`config.mk`:
```
export PLATFORM = sky130hd
export DESIGN_NAME = router_reg
export DESIGN_NICKNAME = d
export VERILOG_FILES = /design/src/rtl/router_reg.sv
export SDC_FILE = /design/constraint.sdc
export NUM_CORES = 1
export LEC_CHECK = 0
export ABC_AREA = 1
export CAP_MARGIN = 30
export CORE_ASPECT_RATIO = 1.5
export CORE_UTILIZATION = 45
export CTS_CLUSTER_SIZE = 24
export DETAILED_ROUTE_END_ITERATION = 10
export PLACE_DENSITY = 0.64
export SYNTH_ARGS = -nofsm -noshare
export SYNTH_HDL_FRONTEND = slang
export SYNTH_SLANG_ARGS = --single-unit
```
`constraint.sdc`:
```
create_clock -name clock -period 1 [get_ports clock]
set_input_delay 0.2 -clock clock [delete_from_list [all_inputs] [get_ports clock]]
set_output_delay 0.2 -clock clock [all_outputs]
set_load 0.005 [all_outputs]
```
`src/rtl/router_reg.sv`:
```
// router_reg: datapath register stage of the 1x3 router (header, hold, parity, err).
// Optional ROUTER_REG_ERR_CNT_EN adds a saturating err_count output.
module router_reg #(
    parameter int DATA_WIDTH = 8
) (
    input  logic                  clock,
    input  logic                  resetn,
    input  logic                  pkt_valid,
    input  logic [DATA_WIDTH-1:0] data_in,
    input  logic                  fifo_full,
    input  logic                  detect_add,
    input  logic                  lfd_state,
    input  logic                  ld_state,
    input  logic                  laf_state,
    input  logic                  full_state,
    input  logic                  rst_int_reg,
    output logic                  parity_done,
    output logic                  low_pkt_valid,
    output logic                  err,
`ifdef ROUTER_REG_ERR_CNT_EN
    output logic [7:0]            err_count,
`endif
    output logic [DATA_WIDTH-1:0] dout
);

    logic [DATA_WIDTH-1:0] header_reg;
    logic [DATA_WIDTH-1:0] hold_reg;
    logic [DATA_WIDTH-1:0] int_parity;
    logic [DATA_WIDTH-1:0] pkt_parity;
    logic                  parity_done_d;
    logic                  err_upd;
    logic                  err_new;

    // err is evaluated once, on the first cycle after parity_done rises
    assign err_upd = parity_done & ~parity_done_d & ~detect_add;
    assign err_new = (int_parity != pkt_parity);

    always_ff @(posedge clock or negedge resetn) begin
        if (!resetn) begin
            header_reg <= '0;
        end else if (detect_add && pkt_valid && data_in[1:0] != 2'b11) begin
            header_reg <= data_in;
        end
    end

    always_ff @(posedge clock or negedge resetn) begin
        if (!resetn) begin
            dout     <= '0;
            hold_reg <= '0;
        end else if (lfd_state) begin
            dout <= header_reg;
        end else if (ld_state && !fifo_full) begin
            dout <= data_in;
        end else if (ld_state && fifo_full) begin
            hold_reg <= data_in;
        end else if (laf_state) begin
            dout <= hold_reg;
        end
    end

    // The hold_reg replay in laf_state is deliberately not XORed again
    always_ff @(posedge clock or negedge resetn) begin
        if (!resetn) begin
            int_parity <= '0;
        end else if (detect_add) begin
            int_parity <= '0;
        end else if (lfd_state) begin
            int_parity <= int_parity ^ header_reg;
        end else if (ld_state && pkt_valid && !full_state) begin
            int_parity <= int_parity ^ data_in;
        end
    end

    always_ff @(posedge clock or negedge resetn) begin
        if (!resetn) begin
            pkt_parity <= '0;
        end else if (detect_add) begin
            pkt_parity <= '0;
        end else if (ld_state && !pkt_valid) begin
            pkt_parity <= data_in;
        end
    end

    always_ff @(posedge clock or negedge resetn) begin
        if (!resetn) begin
            low_pkt_valid <= 1'b0;
        end else if (rst_int_reg) begin
            low_pkt_valid <= 1'b0;
        end else if (ld_state && !pkt_valid) begin
            low_pkt_valid <= 1'b1;
        end
    end

    always_ff @(posedge clock or negedge resetn) begin
        if (!resetn) begin
            parity_done <= 1'b0;
        end else if (detect_add) begin
            parity_done <= 1'b0;
        end else if (ld_state && !fifo_full && !pkt_valid) begin
            parity_done <= 1'b1;
        end else if (laf_state && low_pkt_valid && !parity_done) begin
            parity_done <= 1'b1;
        end
    end

    always_ff @(posedge clock or negedge resetn) begin
        if (!resetn) begin
            parity_done_d <= 1'b0;
            err           <= 1'b0;
        end else begin
            parity_done_d <= parity_done;
            if (detect_add) begin
                err <= 1'b0;
            end else if (err_upd) begin
                err <= err_new;
            end
        end
    end

`ifdef ROUTER_REG_ERR_CNT_EN
    always_ff @(posedge clock or negedge resetn) begin
        if (!resetn) begin
            err_count <= '0;
        end else if (err_upd && err_new && err_count != 8'hFF) begin
            err_count <= err_count + 8'd1;
        end
    end
`endif

endmodule

```
* Word level (Yosys, flattened, before mapping) *
Index checks and enable logic that the tools add are counted.

word-level totals
  register bits = 44
  input port bits = 18
  output and inout bits = 11
  logic and storage cells = 58

operators by class
  eq/ne operators = 3
  multiplexer cells = 16
  bitwise operators = 8
  reduce and logical (&&, ||, !) cells = 22

operator list
  cell                  number
  $mux W8               9
  $xor A8 B8 Y8         2
  $logic_and A1 B1 Y1   10
  $reduce_bool A3 Y1    3
  $ne A8 B8 Y1          1
  $mux W1               7
  $reduce_bool A2 Y1    3
  $logic_not A1 Y1      4
  $not A1 Y1            4
  $ne A3 B3 Y1 const B  1
  $reduce_and A3 Y1     1
  $and A1 B1 Y1         2
  $ne A2 B2 Y1 const B  1
  $reduce_and A2 Y1     1

* Depth between registers and ports, before layout *
Gate-level depths: netlist of run 1.

  depth in word-level cells = 5
  gate-level depth with buffers = 7
  mapped depth without buffers = 7

* Worst setup path after synthesis of run 1 *
No wires, ideal clock.

  kind = input port to flip-flop
  start = input port lfd_state
  end = register hold_reg[5]
  library setup time = 0.127 ns
  arrival = 0.870 ns
  setup slack = 0.003 ns
  cell stages on the path = 6
  path buffers = 2
  path through = clkbuf_8 -> clkinv_4 -> nand3_1 -> buf_2 -> nand2_1 -> o21ai_0

on the way
  word-level cells in the longest chain between the ends = 2

ends and longest elaborated chain
  what                         RTL line  text
  start, declared              12        input logic lfd_state,
  $not A1 Y1 (no line)         n/a
  $reduce_and A3 Y1 (no line)  n/a
  end signal, assigned         55        hold_reg <= data_in;
  end, declared                27        logic [DATA_WIDTH-1:0] hold_reg;

No other way between the ends.
A chain may end at the register's enable or synchronous reset.

* Worst setup path after layout of run 1 *
  start = register pkt_parity[3]
  end = register err

on the way
  word-level cells in the longest chain between the ends = 3

ends and longest elaborated chain
  what                    RTL line  text
  start, declared         29        logic [DATA_WIDTH-1:0] pkt_parity;
  start signal, assigned  80        pkt_parity <= data_in;
  $ne A8 B8 Y1            36        assign err_new = (int_parity != pkt_parity);
  $mux W1                 114       end else if (err_upd) begin
  $mux W1                 112       if (detect_add) begin
  end signal, assigned    115       err <= err_new;
  end, declared           19        output logic err,

No other way between the ends. The select of a mux whose other input is x is not followed.

==> tab_implementation.tex, run 1 <==
\begin{tabular}{lr}
\hline
Metric & Value \\
\hline
\multicolumn{2}{l}{\textbf{Outcome}} \\
Result of the run & complete, but fails checks \\
Violations in the final reports & DRC, setup timing \\
\multicolumn{2}{l}{\textbf{Place}} \\
Number of buffer cells added on primary ports & 28 \\
DP HPWL & 3380 um \\
Cell total after placement & 368 \\
GP Congestion & 0.820 \\
\multicolumn{2}{l}{\textbf{Drt}} \\
Remaining DRCs & 1 \\
Routed via count divided by cell count & 4.99 \\
Wire length per cell & 13.6 um \\
Post-Route WL & 5280 um \\
Post-detailed-route count of antenna-violating nets & 0 \\
First drt pass iteration count & 10 \\
DRT iter0 DRCs & 75 \\
Via count & 1935 \\
\multicolumn{2}{l}{\textbf{Floorplanning}} \\
Area of the die & 4950 sq um \\
Top-Level Pins & 29 \\
Die X-Extent & 57.8 um \\
Number of rows created at floorplan & 30 \\
Initial Utilization & 0.467 \\
Vertical extent of the die & 85.7 um \\
Area of the placeable core & 4500 sq um \\
\multicolumn{2}{l}{\textbf{Finish}} \\
Nets & 358 \\
Final cell count without fillers & 388 \\
Antenna cell count & 0 \\
Most common cell after layout, fill and taps aside & sky130\_fd\_sc\_hd\_\_nand2\_1 \\
Synthesis-to-finish area growth & 43.0\% \\
Commonest cells after routing, fill and taps aside & 66 x sky130\_fd\_sc\_hd\_\_nand2\_1, 44 x sky130\_fd\_sc\_hd\_\_dfrtp\_1, 40 x sky130\_fd\_sc\_hd\_\_buf\_4, 29 x sky130\_fd\_sc\_hd\_\_inv\_1, 23 x sky130\_fd\_sc\_hd\_\_nor2\_1 \\
Layout cells sized above 1 & 0.274 \\
\multicolumn{2}{l}{\textbf{Worst hold path}} \\
Hold/Removal Path Class & input pin to register \\
\multicolumn{2}{l}{\textbf{GRT}} \\
Via count of the first global-routing pass & 1814 \\
Global-route congestion overflow total & 0 \\
Antenna violations before repair & 0 \\
Maximum number of pins on one net before global-route repair & 45 \\
Global-route wire length before repair & 8420 um \\
Overall global routing resource usage & 0.227 \\
\multicolumn{2}{l}{\textbf{Yosys}} \\
Netlist cell types & 19 \\
Post-Syn Instances & 260 \\
Net count after synthesis & 278 \\
Post-Synthesis Cell Area & 2100 sq um \\
Yosys warnings & 0 \\
Flip-flop and latch count after synthesis & 44 \\
Register area share after synthesis & 0.524 \\
Post-Syn Area per Cell & 8.08 sq um \\
\multicolumn{2}{l}{\textbf{Pwr}} \\
Power per standard cell area & 1470 nW/um\^{}2 \\
Overall Power & 4.41 mW \\
Peak supply drop & 913 uV \\
Leakage Power & 1.55 nW \\
\multicolumn{2}{l}{\textbf{Clocking}} \\
Source-to-sink clock delay at the later pin of the worst-skew pair & 300 ps \\
Inserted Clock Buffers & 5 \\
Number of levels in the clock H-tree & 2 \\
Register clock-pin slew on the reported worst setup and hold paths & 80 ps \\
Cell chosen for the clock root & sky130\_fd\_sc\_hd\_\_clkbuf\_8 \\
CTS tree & yes \\
Max Root-Sink Buffers & 2 \\
Clock sink total & 44 \\
\multicolumn{2}{l}{\textbf{Timing}} \\
Tmin final & 1020 ps \\
Number of hold violations in the final report & 0 \\
Final slew viol count & 0 \\
Final sum of negative setup slack & -49.3 ps \\
Final Hold Slack & 381 ps \\
Setup violations, final & 8 \\
Unrepaired setup endpoints after global routing & true \\
Final Skew & 9.12 ps \\
Relative slew slack & 0.825 \\
Maximum clock rate & 982 MHz \\
Measured slew at the worst slew-check pin & 262 ps \\
Worst path setup slack after routing & -18.7 ps \\
Period utilisation layout & 1.02 \\
\multicolumn{2}{l}{\textbf{Critical path}} \\
Critical path required time & 1180 ps \\
Type of origin of the critical path & register \\
CP Max Fanout & 3 \\
Type of the setup path with the least slack & register to register \\
Arrival time of data at the critical path endpoint & 1200 ps \\
Critical path capture point type & register \\
\multicolumn{2}{l}{\textbf{Run}} \\
Number of max-capacitance violations reported & 0 \\
\hline
\end{tabular}
==> layout make-up <==
cell class,instances,area [sq um]
Fill cell,398,1500
Inverter,35,141
Sequential cell,44,1100
Multi-Input combinational cell,174,865
Timing Repair Buffer,80,743
Clock buffer,7,96.3
Tap cell,48,60.1
==> power by group <==
part / switching (mW) / leakage [nW] / internal (mW)
clock network: 0.600 / 0.0503 / 0.616
logic: 0.517 / 0.939 / 0.562
registers: 0.122 / 0.561 / 1.99
total: 1.24 / 1.55 / 3.17
==> critical path, stage by stage, from the launching register on <==
cell and delay, ps:
sky130_fd_sc_hd__dfrtp_1 340, sky130_fd_sc_hd__inv_1 70, sky130_fd_sc_hd__nand2_2 70, sky130_fd_sc_hd__nand2_1 60, sky130_fd_sc_hd__nor2_1 100, sky130_fd_sc_hd__nand3_1 100, sky130_fd_sc_hd__nor2_1 110, sky130_fd_sc_hd__nor2_1 50
==> cell families (layout without fill, tap and decap cells) <==
logic type / after synthesis / in the layout / share of synthesized area
flops: 44 / 44 / 0.524
simple gates: 118 / 118 / 0.228
buf+inv: 42 / 122 / 0.0976
compound gates: 54 / 54 / 0.142
xor+xnor: 2 / 2 / 0.00833
==> final timing paths <==
check | from | to | slack, ps | cells after the start
worst max-delay path | pkt_parity[3] | err | -20 | 7
worst min-delay path | data_in[1] | pkt_parity[1] | 380 | 4
worst max register to register | pkt_parity[3] | err | -20 | 7
worst min register to register | hold_reg[4] | hold_reg[4] | 490 | 2
max in group asynchronous | resetn | parity_done | 370 | 3
min in group asynchronous | resetn | dout[7] | 400 | 3
==> routing by layer <==
layer,GRT usage,part of all wire
met1,0.291,0.46
met2,0.377,0.50
met3,0.0362,0.026
met4,0.0931,0.016
met5,0,0
==> cell usage after synthesis <==
| master | instances | area (sq um) |
|---|---|---|
| sky130_fd_sc_hd__nand3_1 | 22 | 110 |
| sky130_fd_sc_hd__o21ai_0 | 27 | 135 |
| sky130_fd_sc_hd__clkinv_4 | 1 | 8.76 |
| sky130_fd_sc_hd__o211ai_2 | 1 | 12.5 |
| sky130_fd_sc_hd__buf_6 | 4 | 45.0 |
| sky130_fd_sc_hd__nand3_2 | 1 | 10.0 |
| sky130_fd_sc_hd__nand2_2 | 1 | 6.26 |
| sky130_fd_sc_hd__nand2_1 | 69 | 259 |
| sky130_fd_sc_hd__a21oi_1 | 11 | 55.1 |
| sky130_fd_sc_hd__inv_1 | 33 | 124 |
| sky130_fd_sc_hd__o21ai_2 | 1 | 8.76 |
| sky130_fd_sc_hd__a31oi_1 | 8 | 50.1 |
| sky130_fd_sc_hd__nor2_1 | 25 | 93.8 |
| sky130_fd_sc_hd__clkbuf_8 | 1 | 13.8 |
| sky130_fd_sc_hd__xnor2_1 | 2 | 17.5 |
| sky130_fd_sc_hd__dfrtp_1 | 44 | 1100 |
| sky130_fd_sc_hd__buf_2 | 2 | 10.0 |
| sky130_fd_sc_hd__clkinv_1 | 1 | 3.75 |
| sky130_fd_sc_hd__o22ai_1 | 6 | 37.5 |
==> through the flow <==
| step | worst slack, ps | cell area (sq um) | utilization |
|---|---|---|---|
| after floorplan | 3.46 | 2100 | - |
| after global placement | -498 | 2720 | 0.605 |
| after detailed placement | -515 | 2720 | 0.605 |
| after global routing | -127 | 3010 | 0.668 |
| after CTS | -18.4 | 2940 | 0.652 |
| final | -18.7 | 3010 | 0.668 |
==> repair_timing <==
item / in CTS / in global routing
gates cloned: 2 / 1
hold buffers: 1 / 0
hold endpoints to repair: 44 / 0
buffers inserted: 7 / 2
pin swaps: 4 / 2
setup endpoints to repair: 49 / 30
resized for setup: 74 / 17
(Power assumes the default switching activity.)
==> run 2, diff against run 1 <==
--- a/config.mk
+++ b/config.mk
@@ -12,6 +12,7 @@
 export CTS_CLUSTER_SIZE = 24
 export DETAILED_ROUTE_END_ITERATION = 10
 export PLACE_DENSITY = 0.64
+export RECOVER_POWER = 100
 export SYNTH_ARGS = -nofsm -noshare
 export SYNTH_HDL_FRONTEND = slang
 export SYNTH_SLANG_ARGS = --single-unit
==> run 2 against run 1 <==
Net effect:
- the run still ends with DRC, setup timing left
- sequential share of layout area is 1.1 points higher
- global-route usage unchanged
- wire length fell by 0.57%
- die area did not move
- power is 1.1% lower
- clock skew shrank 1.1 ps
- via count up 0.10%
- clock power is essentially flat
- critical path depth is 1 lower
- final area is 2.9% lower
- cell count did not move
- combinational power shrank 5%
- critical path type is now input pin to register
- highest routed layer unchanged
==> tab_implementation.tex, run 2 (synthesized netlist as in run 1, its figures left out) <==
\begin{tabular}{lr}
\hline
Metric & Value \\
\hline
\multicolumn{2}{l}{\textbf{Pwr}} \\
Overall Power & 4.36 mW \\
Peak supply drop & 913 uV \\
Power per standard cell area & 1490 nW/um\^{}2 \\
Leakage Power & 1.51 nW \\
\multicolumn{2}{l}{\textbf{GRT}} \\
Maximum number of pins on one net before global-route repair & 45 \\
Global-route congestion overflow total & 0 \\
Global-route wire length before repair & 8420 um \\
Overall global routing resource usage & 0.227 \\
Antenna violations before repair & 0 \\
Via count of the first global-routing pass & 1814 \\
\multicolumn{2}{l}{\textbf{Timing}} \\
Number of hold violations in the final report & 0 \\
Measured slew at the worst slew-check pin & 401 ps \\
Maximum clock rate & 976 MHz \\
Relative slew slack & 0.733 \\
Worst path setup slack after routing & -24.1 ps \\
Period utilisation layout & 1.02 \\
Unrepaired setup endpoints after global routing & true \\
Final slew viol count & 0 \\
Final sum of negative setup slack & -98.8 ps \\
Tmin final & 1020 ps \\
Setup violations, final & 11 \\
Final Skew & 7.99 ps \\
Final Hold Slack & 366 ps \\
\multicolumn{2}{l}{\textbf{Worst hold path}} \\
Hold/Removal Path Class & input pin to register \\
\multicolumn{2}{l}{\textbf{Drt}} \\
Routed via count divided by cell count & 4.99 \\
Remaining DRCs & 1 \\
DRT iter0 DRCs & 68 \\
First drt pass iteration count & 10 \\
Post-Route WL & 5250 um \\
Via count & 1937 \\
Post-detailed-route count of antenna-violating nets & 0 \\
Wire length per cell & 13.5 um \\
\multicolumn{2}{l}{\textbf{Finish}} \\
Layout cells sized above 1 & 0.265 \\
Area of all sequential standard cells & 1100 sq um \\
Antenna cell count & 0 \\
Most common cell after layout, fill and taps aside & sky130\_fd\_sc\_hd\_\_nand2\_1 \\
Commonest cells after routing, fill and taps aside & 66 x sky130\_fd\_sc\_hd\_\_nand2\_1, 44 x sky130\_fd\_sc\_hd\_\_dfrtp\_1, 37 x sky130\_fd\_sc\_hd\_\_buf\_4, 29 x sky130\_fd\_sc\_hd\_\_inv\_1, 23 x sky130\_fd\_sc\_hd\_\_nor2\_1 \\
Layout Utilization & 0.648 \\
Filler Cell Count & 413 \\
Multi-input combinational cell area & 856 sq um \\
Synthesis-to-finish area growth & 38.9\% \\
Nets & 358 \\
Final cell count without fillers & 388 \\
\multicolumn{2}{l}{\textbf{Floorplanning}} \\
Top-Level Pins & 29 \\
Area of the placeable core & 4500 sq um \\
Vertical extent of the die & 85.7 um \\
Die X-Extent & 57.8 um \\
Number of rows created at floorplan & 30 \\
Area of the die & 4950 sq um \\
Initial Utilization & 0.467 \\
\multicolumn{2}{l}{\textbf{Clocking}} \\
CTS tree & yes \\
Cell chosen for the clock root & sky130\_fd\_sc\_hd\_\_clkbuf\_8 \\
Inserted Clock Buffers & 5 \\
Clock sink total & 44 \\
Number of levels in the clock H-tree & 2 \\
Source-to-sink clock delay at the later pin of the worst-skew pair & 300 ps \\
Register clock-pin slew on the reported worst setup and hold paths & 80 ps \\
Max Root-Sink Buffers & 2 \\
\multicolumn{2}{l}{\textbf{Place}} \\
DP HPWL & 3380 um \\
GP Congestion & 0.820 \\
Number of buffer cells added on primary ports & 28 \\
Cell total after placement & 368 \\
\multicolumn{2}{l}{\textbf{Outcome}} \\
Result of the run & complete, but fails checks \\
Violations in the final reports & DRC, setup timing \\
\multicolumn{2}{l}{\textbf{Critical path}} \\
Arrival time of data at the critical path endpoint & 1200 ps \\
Type of origin of the critical path & input pin \\
Critical path capture point type & register \\
CP Max Fanout & 8 \\
Critical path required time & 1180 ps \\
Type of the setup path with the least slack & input pin to register \\
\multicolumn{2}{l}{\textbf{Run}} \\
Number of max-capacitance violations reported & 0 \\
\hline
\end{tabular}
## run 2: layer usage
layer / global-route usage / wire length (um) / up-vias
li1: - / - / 1000
met1: 0.291 / 2340 / 897
met2: 0.377 / 2680 / 34
met3: 0.0362 / 151 / 6
met4: 0.0931 / 86 / 0
met5: 0 / 0 / -
## run 2: timing repair
item / 4_1_cts / 5_1_grt
buffers inserted: 7 / 2
endpoints found under the setup margin: 49 / 30
gates cloned: 2 / 1
pin swaps: 4 / 2
endpoints found under the hold margin: 44 / 0
resized for setup: 74 / 17
hold buffers: 1 / 0
## run 2: layout make-up
class,instances,share of cell area
clock buffer,7,0.0330
multi-input combinational,174,0.293
tap,48,0.0206
timing repair buffer,80,0.229
inverter,35,0.0471
sequential,44,0.377
## run 2: worst max-delay path: stages
cell and delay (ps):
sky130_fd_sc_hd__dlygate4sd2_1 250, sky130_fd_sc_hd__clkbuf_1 210, sky130_fd_sc_hd__o211ai_2 170, sky130_fd_sc_hd__clkbuf_2 210, sky130_fd_sc_hd__nand2_1 70, sky130_fd_sc_hd__o21ai_0 90
## run 2: final timing paths
| path | from | to | slack (ps) | cells after the start |
|---|---|---|---|---|
| setup / recovery | detect_add | header_reg[4] | -20 | 6 |
| hold / removal | data_in[1] | pkt_parity[1] | 370 | 4 |
| setup reg to reg | pkt_parity[3] | err | -20 | 7 |
| hold reg to reg | hold_reg[4] | hold_reg[4] | 490 | 2 |
| max in group asynchronous | resetn | int_parity[3] | 250 | 3 |
| min in group asynchronous | resetn | dout[7] | 440 | 3 |
## run 2: report_power, final
group	switching [mW]	internal, mW
logic	0.508	0.525
clock network	0.596	0.616
registers	0.122	1.99
total	1.23	3.14
## run 2: stage by stage
stage | instance area [sq um] | setup slack [ps]
floorplan | 2100 | 3.46
global placement | 2720 | -498
detailed placement | 2720 | -515
CTS | 2940 | -18.4
global route | 2920 | -127
finish | 2920 | -24.1
